`config.mk`:
```
export PLATFORM = sky130hd
export DESIGN_NAME = tdm_demux_4
export DESIGN_NICKNAME = d
export VERILOG_FILES = /design/src/rtl/tdm_demux_4_pkg.sv /design/src/rtl/tdm_out_reg.sv /design/src/rtl/tdm_demux_4.sv
export SDC_FILE = /design/constraint.sdc
export NUM_CORES = 1
export LEC_CHECK = 0
export ABC_AREA = 1
export CAP_MARGIN = 20
export CORE_MARGIN = 4
export CORE_UTILIZATION = 50
export CTS_CLUSTER_SIZE = 16
export DETAILED_ROUTE_END_ITERATION = 8
export PLACE_DENSITY = 0.75
export SYNTH_ARGS = -nofsm -noshare
export SYNTH_HDL_FRONTEND = slang
export SYNTH_SLANG_ARGS = --single-unit
```
`constraint.sdc`:
```
create_clock -name clk -period 5.1 [get_ports clk]
set_input_delay 0.51 -clock clk [delete_from_list [all_inputs] [get_ports clk]]
set_output_delay 0.51 -clock clk [all_outputs]
set_load 0.05 [all_outputs]
```
`src/rtl/tdm_demux_4_pkg.sv`:
```
// Shared constants and state encoding for the 4-channel TDM demultiplexer.
package tdm_demux_4_pkg;

    localparam int unsigned NUM_CH = 4;
    localparam int unsigned SLOT_W = 2;

    typedef logic [SLOT_W-1:0] slot_t;

    typedef enum logic [1:0] {
        StHunt    = 2'd0,
        StCollect = 2'd1,
        StHold    = 2'd2
    } state_e;

endpackage

```
`src/rtl/tdm_out_reg.sv`:
```
// Output holding register: loads a complete frame, keeps it stable until the
// downstream transfer, clears valid when drained with nothing new to load.
module tdm_out_reg #(
    parameter int unsigned DATA_W = 16
) (
    input  logic                  clk,
    input  logic                  rst_n,
    input  logic                  load,
    input  logic [4*DATA_W-1:0]   load_data,
    input  logic                  out_ready,
    output logic [4*DATA_W-1:0]   out_data,
    output logic                  out_valid
);

    logic [4*DATA_W-1:0] data_q;
    logic                valid_q;

    // The caller only asserts load when the register is empty or draining.
    always_ff @(posedge clk or negedge rst_n) begin
        if (!rst_n) begin
            data_q  <= '0;
            valid_q <= 1'b0;
        end else if (load) begin
            data_q  <= load_data;
            valid_q <= 1'b1;
        end else if (valid_q && out_ready) begin
            valid_q <= 1'b0;
        end
    end

    assign out_data  = data_q;
    assign out_valid = valid_q;

endmodule

```
`src/rtl/tdm_demux_4.sv`:
```
// Four-channel TDM demultiplexer: frame sync on in_sof, slot collection into
// staging, and hand-off of complete frames to the output register.
module tdm_demux_4
    import tdm_demux_4_pkg::*;
#(
    parameter int unsigned DATA_W = 16
) (
    input  logic                  clk,
    input  logic                  rst_n,
    input  logic [DATA_W-1:0]     in_data,
    input  logic                  in_valid,
    input  logic                  in_sof,
    output logic                  in_ready,
    output logic [4*DATA_W-1:0]   out_data,
    output logic                  out_valid,
    input  logic                  out_ready,
    output logic                  err
);

    state_e              state_q, state_d;
    slot_t               slot_q, slot_d;
    logic [DATA_W-1:0]   stage_q [NUM_CH];
    logic [DATA_W-1:0]   stage_d [NUM_CH];
    logic                err_q, err_d;
    logic                load;
    logic [4*DATA_W-1:0] load_data;
    logic                accept;
    logic                can_load;

    assign in_ready = (state_q != StHold);
    assign accept   = in_valid && in_ready;
    assign can_load = !out_valid || out_ready;

    always_comb begin
        state_d   = state_q;
        slot_d    = slot_q;
        stage_d   = stage_q;
        err_d     = 1'b0;
        load      = 1'b0;
        load_data = {stage_q[3], stage_q[2], stage_q[1], stage_q[0]};

        unique case (state_q)
            StHunt: begin
                if (accept && in_sof) begin
                    stage_d[0] = in_data;
                    slot_d     = slot_t'(1);
                    state_d    = StCollect;
                end
            end
            StCollect: begin
                if (accept) begin
                    if (slot_q == slot_t'(0)) begin
                        if (in_sof) begin
                            stage_d[0] = in_data;
                            slot_d     = slot_t'(1);
                        end else begin
                            err_d   = 1'b1;
                            state_d = StHunt;
                        end
                    end else if (in_sof) begin
                        // Early sof: drop the partial frame and resync here.
                        err_d      = 1'b1;
                        stage_d[0] = in_data;
                        slot_d     = slot_t'(1);
                    end else begin
                        stage_d[slot_q] = in_data;
                        if (slot_q == slot_t'(NUM_CH - 1)) begin
                            load_data = {in_data, stage_q[2], stage_q[1], stage_q[0]};
                            slot_d    = slot_t'(0);
                            if (can_load) begin
                                load = 1'b1;
                            end else begin
                                state_d = StHold;
                            end
                        end else begin
                            slot_d = slot_q + slot_t'(1);
                        end
                    end
                end
            end
            StHold: begin
                if (out_valid && out_ready) begin
                    load    = 1'b1;
                    state_d = StCollect;
                    slot_d  = slot_t'(0);
                end
            end
            default: begin
                state_d = StHunt;
                slot_d  = slot_t'(0);
            end
        endcase
    end

    always_ff @(posedge clk or negedge rst_n) begin
        if (!rst_n) begin
            state_q <= StHunt;
            slot_q  <= slot_t'(0);
            err_q   <= 1'b0;
            for (int i = 0; i < NUM_CH; i++) begin
                stage_q[i] <= '0;
            end
        end else begin
            state_q <= state_d;
            slot_q  <= slot_d;
            err_q   <= err_d;
            stage_q <= stage_d;
        end
    end

    assign err = err_q;

    tdm_out_reg #(
        .DATA_W (DATA_W)
    ) u_out_reg (
        .clk       (clk),
        .rst_n     (rst_n),
        .load      (load),
        .load_data (load_data),
        .out_ready (out_ready),
        .out_data  (out_data),
        .out_valid (out_valid)
    );

endmodule

```
==> metrics, run 1 <==
first-iteration detailed-routing DRC count 386; post-CTS setup buffer count 0; top post-synthesis cells by area dfrtp_1 (58%), nand2_1 (17%), nand3_1 (8.8%); half-perimeter wire length after placement 8.84 mm; number of diodes 0; number of DRC violations after detailed routing 0; IO Count 88; average routed wire per standard cell 15.5 um; CTS H-tree lvls 4; data required time at the worst endpoint around 5400 ps; top-area cell type share of the netlist area 0.578; worst ir drop on vdd between 0.0002 and 0.0003 V; number of nets produced by synthesis 705; Worst Setup Path Type flop to flop; Post-Route Hold Slack -7.18 ps; layout overhead on the synthesized area 25.1%; post-route ant nets 0; cell area after layout 0.00726 mm2; post-place setup slack 1730 ps; number of max-slew violations in the final report 0; setup repair after global routing missed its margin false; status finished, violations left; max-capacitance violation count 0; largest fanout on the critical path 65; Reg-to-Reg End u_out_reg.out_data[35]; Cells after Synth 674; count of input and output buffers 87; fraction of final layout cells sized beyond drive strength 1 0.0621; Setup Total Neg Slack 0 ps; area of the placeable core roughly 0.011 mm2; count of filler cells inserted in the layout 984; post-synthesis register bit count 134; number of buffers inserted during clock tree synthesis 17; achievable frequency 326 MHz; initial core utilization 0.510; post-synthesis sequential area ratio 0.578; site row count 39; total die area 0.0134 mm2; initial antenna violation count 0; period utilisation layout 0.602; die height 116 um; cell type contributing the most total cell area after synthesis dfrtp_1; number of vias per cell around 5.3; power density of the placed cells 478 mW/mm2; post-route clock skew approximately 7.3 ps; maximum clock path buffer count 2; launching point of the worst reg2reg path slot_q[0]; combinational fraction of design power 0.262; total of cells resized after clock tree synthesis 0; Clk network pwr share 0.338; remaining global-route overflow 0; category of the worst setup path capture point flop; R2R cell count 8; post-synth design cell area 0.00580 mm2; routability-driven placement congestion ratio 0.847; Data arrival, critical path 3370 ps; Final Hold Vio Count 21; detailed-router iteration count before antenna repair 5; post-layout net count approximately 780; slew at the pin closest to its max-slew limit 892 ps; sequential group share of total power 0.400; final WL between 10 and 15 mm; violations in the final reports hold timing; clock slew at the register clock pins of the worst setup and hold paths 60 ps; setup slack of the most critical reg-to-reg path 2030 ps; slew margin rel. 0.404; final core utilization 0.638; Hold Crit Class input port to asynchronous set/reset pin; switching share of total power 0.343; Setup violations, final 0; GRT Overall Usage 0.223; clock tree from TritonCTS done; library cells used by synthesis 22; number of buffers added to fix hold violations after cts 0; synthesized area divided by synthesized cell count 8.60 um2; crit path time final 3070 ps; cell leakage power 3.77 nW; cell area reported after detailed placement 0.00662 mm2; horizontal die dimension 116 um; internal power summed over all cells roughly 0.0023 W; pin count of the biggest net entering global routing 86; Sink Count 134; clock tree root driver cell clkbuf_16; Skew-Pair Late Insertion Delay 420 ps; Sw Pwr around 0.0012 W; wire length of the first global-routing pass 22.9 mm; DR vias approximately 4,700; final worst setup slack 2030 ps; total number of yosys warnings 0; vias in the first global route 4,570; Worst Setup Start Kind flop
==> cell usage in the layout (no fill, tap or decap) <==
cell | Yosys | layout
a21oi_1 | 1 | 1
buf_12 | 0 | 2
buf_16 | 0 | 1
buf_4 | 12 | 3
bufinv_16 | 0 | 2
clkbuf_1 | 16 | 3
clkbuf_16 | 0 | 17
clkbuf_8 | 0 | 2
clkdlybuf4s50_1 | 0 | 86
clkinv_2 | 0 | 4
clkinvlp_4 | 0 | 3
dfrtp_1 | 134 | 134
ha_1 | 10 | 9
ha_2 | 0 | 1
inv_1 | 32 | 32
inv_2 | 3 | 3
nand2_1 | 265 | 263
nand2_2 | 1 | 3
nand3_1 | 102 | 102
nand3_2 | 1 | 1
nand4_1 | 1 | 1
nor2_1 | 25 | 25
nor2_2 | 2 | 2
nor2_4 | 2 | 2
o211ai_1 | 1 | 1
o21ai_0 | 52 | 52
o21ai_1 | 1 | 1
o21ai_2 | 1 | 1
==> metrics by stage <==
stage	hold slack (ps)	total power (W)	instances
2_1_floorplan	214	0.00205	674
3_3_place_gp	455	0.00222	866
3_5_place_dp	457	0.00226	866
4_1_cts	314	0.00345	897
5_1_grt	2.41	0.00365	900
6_report	-7.18	0.00347	900
==> metal layers <==
metal	vias to the layer above	routed length [um]	GRT usage
met3	25	837	0.0533
met2	165	6800	0.351
met4	0	318	0.0889
li1	2291	-	-
met5	-	0	0
met1	2267	6020	0.302
==> layout make-up <==
type	count	area, um2	area share
Clock buffer	22	464	0.0640
Clock inverter	9	103	0.0141
Inverter	35	131	0.0181
Multi-Input combinational cell	465	2080	0.286
Sequential cell	134	3350	0.462
Tap cell	143	179	0.0247
Timing Repair Buffer	92	951	0.131
==> logic make-up (layout without fill, tap and decap cells) <==
| kind of cell | after synthesis | in the layout | share of synthesized area |
|---|---|---|---|
| AO/OA/AOI/OAI | 56 | 56 | 0.0494 |
| buffers and inverters | 75 | 158 | 0.0652 |
| flip-flops | 134 | 134 | 0.578 |
| AND/OR/NAND/NOR | 399 | 399 | 0.286 |
| adder cells (fa/ha/maj) | 10 | 10 | 0.0216 |
==> sequential cells by signal, summed over array words and instances (netlist names) <==
register / cells
err: 1
slot_q: 2
stage_q: 64
state_q: 2
u_out_reg.out_data: 64
u_out_reg.out_valid: 1
==> worst max path at each step <==
stage                           from                      to  cells past startpoint  slack (ps)
after detailed placement    in_valid  u_out_reg.out_data[35]                      9        1730
final                      slot_q[0]  u_out_reg.out_data[35]                      8        2030
after CTS                  slot_q[0]  u_out_reg.out_data[20]                      7        1820
after floorplan           state_q[0]  u_out_reg.out_data[62]                     12        3280
after global routing      state_q[1]  u_out_reg.out_data[42]                     11        1790
after global placement      in_valid  u_out_reg.out_data[19]                      9        1910
==> worst max-delay path, cell delays in order (launching register included) <==
cell	delay, ps
dfrtp_1	410
ha_1	670
nand3_1	210
nand2_2	100
buf_4	500
nand2_2	500
buf_12	330
nand2_1	80
nand2_1	50
==> power groups by stage <==
stage / registers [W] / clock network (W) / logic, W
6_report: 0.00139 / 0.00117 / 0.000908
5_1_grt: 0.00141 / 0.00123 / 0.00102
3_5_place_dp: 0.00140 / 0 / 0.000865
3_3_place_gp: 0.00139 / 0 / 0.000833
4_1_cts: 0.00138 / 0.00119 / 0.000881
2_1_floorplan: 0.00143 / 0 / 0.000615
==> synthesized netlist by cell type <==
cell,count
inv_1,32
nand3_1,102
inv_2,3
buf_6,6
o21ai_1,1
nand2_1,265
nand4_1,1
nand2_2,1
nor2_1,25
a21oi_1,1
nor2_2,2
dfrtp_1,134
buf_1,1
nor2_4,2
nand3_2,1
o21ai_2,1
buf_4,12
clkbuf_1,16
o21ai_0,52
o211ai_1,1
buf_2,5
ha_1,10
No activity file was read; power rests on OpenSTA's default activity.
==> inputs of run 2 (changes only) <==
==> constraint.sdc (replaced) <==
create_clock -name clk -period 3.1 [get_ports clk]
set_input_delay 0.31 -clock clk [delete_from_list [all_inputs] [get_ports clk]]
set_output_delay 0.31 -clock clk [all_outputs]
set_load 0.05 [all_outputs]
==> metrics, run 2 (synthesis gave the netlist of run 1 again) <==
clock tree root driver cell clkbuf_16 (unchanged); horizontal die dimension 116 um (unchanged); most frequent cells in the layout nand2_1 (263), dfrtp_1 (134), nand3_1 (102) (unchanged); Post-Route Hold Slack 391 ps (was -7.18 ps); data required time at the worst endpoint 2790 ps (was 5400 ps); first-iteration detailed-routing DRC count 318 (was 386); crit path time final 2380 ps; average routed wire per standard cell 15.2 um (was 15.5 um); post-route clock skew 6.72 ps (was 7.34 ps); global routing's busiest layer met2 (unchanged); GR Layer Usage met2 0.362 (was 0.351); cell with the largest stage delay on the worst path clkdlybuf4s50_1 (was ha_1); clock tree from TritonCTS done (unchanged); power density of the placed cells 784 mW/mm2 (was 478 mW/mm2); Data arrival, critical path 2070 ps (was 3370 ps); area of the placeable core 0.0114 mm2 (unchanged); achievable frequency 419 MHz; launching point of the worst reg2reg path state_q[1] (was slot_q[0]); site row count 39 (unchanged); half-perimeter wire length after placement 9.25 mm (was 8.84 mm); count of filler cells inserted in the layout 969 (was 984); sequence of cells on the critical path inv_1 -> ha_1 -> inv_2 -> clkdlybuf4s50_1 (was ha_1 -> nand3_1 -> nand2_2 -> buf_4 -> nand2_2 -> buf_12 -> nand2_1 -> nand2_1); Worst Setup Path Type flop to output port (was flop to flop); initial antenna violation count 0 (unchanged); wire length of the first global-routing pass 22.9 mm (about the same); fraction of met1 tracks used by global routing 0.288 (was 0.302); IO Count 88 (unchanged); die height 116 um (unchanged); largest fanout on the critical path 5 (was 65); status completed (was finished, violations left); Power, Total 0.00570 W (was 0.00347 W); worst ir drop on vdd 0.000353 V (was 0.000281 V); Setup violations, final 0 (unchanged); number of DRC violations after detailed routing 0 (unchanged); cell leakage power 3.78 nW (was 3.77 nW); CTS H-tree lvls 4 (unchanged); number of vias per cell 5.27 (was 5.28); most common cell after layout, fill and taps aside nand2_1 (unchanged); setup repair after global routing missed its margin false (unchanged); clock slew at the register clock pins of the worst setup and hold paths 60 ps (about the same); slew at the pin closest to its max-slew limit 896 ps (was 892 ps); Setup Total Neg Slack 0 ps (unchanged); Final Hold Vio Count 0 (was 21); total die area 0.0134 mm2 (unchanged); max-capacitance violation count 0 (unchanged); vias in the first global route 4,714 (was 4,570); period utilisation layout 0.769; routability-driven placement congestion ratio 0.898 (was 0.847); post-layout net count 778 (was 776); number of diodes 0 (unchanged); final WL 13.7 mm (was 14.0 mm); count of input and output buffers 87 (unchanged); maximum clock path buffer count 2 (unchanged); pin count of the biggest net entering global routing 67 (was 86); post-route ant nets 0 (unchanged); initial core utilization 0.510 (unchanged); Sink Count 134 (unchanged); Worst Setup Start Kind flop (unchanged); detailed-router iteration count before antenna repair 5 (unchanged); GRT Overall Usage 0.222 (was 0.223); category of the worst setup path capture point output port (was flop); number of buffers inserted during clock tree synthesis 17 (unchanged); global-route met3 utilization 0.0465 (was 0.0533); layout overhead on the synthesized area 25.5% (was 25.1%); Skew-Pair Late Insertion Delay 420 ps (about the same); DR vias 4,760 (was 4,748); source of the critical timing path state_q[0] (was slot_q[0]); remaining global-route overflow 0 (unchanged); number of max-slew violations in the final report 0 (unchanged); slew margin rel. 0.401 (was 0.404); fraction of final layout cells sized beyond drive strength 1 0.0684 (was 0.0621); delay of the slowest cell on the worst path 810 ps (was 670 ps); Hold Crit Class input port to asynchronous set/reset pin (unchanged)
-- run 2: changes by cell type in the layout (fill, tap and decap cells not counted), sizes merged --
cell,previous run,this run
buf,6,7
clkbuf,22,18
clkinv,4,5
clkinvlp,3,4
dlygate4sd3,0,1
inv,35,38
-- run 2: critical path: cells and delay by family, from the launching register on --
| kind | cells | cell delay, ps |
|---|---|---|
| adder cells (fa/ha/maj) | 1 | 260 |
| flip-flops | 1 | 390 |
| buffers and inverters | 3 | 1010 |
-- run 2: worst paths after layout --
kind	slack (ps)	endpoint	depth (start not counted)
max in group asynchronous	1910	u_out_reg.out_data[43]	3
min	390	u_out_reg.out_data[23]	2
min in group clk	470	u_out_reg.out_data[42]	2
min reg2reg	470	u_out_reg.out_data[42]	2
max	720	in_ready	4
max reg2reg	810	u_out_reg.out_data[61]	10
-- run 2: final cells by class --
type	count	area (um2)	share of cell area
Clock buffer	18	439	0.0604
Multi-Input combinational cell	465	2080	0.285
Sequential cell	134	3350	0.461
Timing Repair Buffer	94	948	0.130
Inverter	35	131	0.0181
Clock inverter	14	149	0.0205
Tap cell	143	179	0.0246
-- run 2: timing repair --
item                      CTS  global route
hold buffers                1             0
buffers inserted            0             0
hold endpoints to repair   35             0
resized for setup           0             0
-- run 2: layer usage --
| metal | up-vias | wire, um |
|---|---|---|
| li1 | 2295 | - |
| met5 | - | 0 |
| met2 | 182 | 6680 |
| met3 | 30 | 777 |
| met4 | 0 | 351 |
| met1 | 2253 | 5900 |
-- run 2: power breakdown --
part           internal, W  switching, W
clock network      0.00121      0.000760
registers          0.00208      0.000208
logic             0.000423       0.00102
total              0.00371       0.00199
-- run 2: per-stage QoR --
stage               utilization  cells  area [um2]  setup WS [ps]
global placement          0.587    870        6680            824
detailed placement        0.587    870        6680            713
finish                    0.640    903        7280            715
CTS                       0.640    903        7280            724
floorplan                     -    674        5800           1280
global route              0.640    903        7280            623
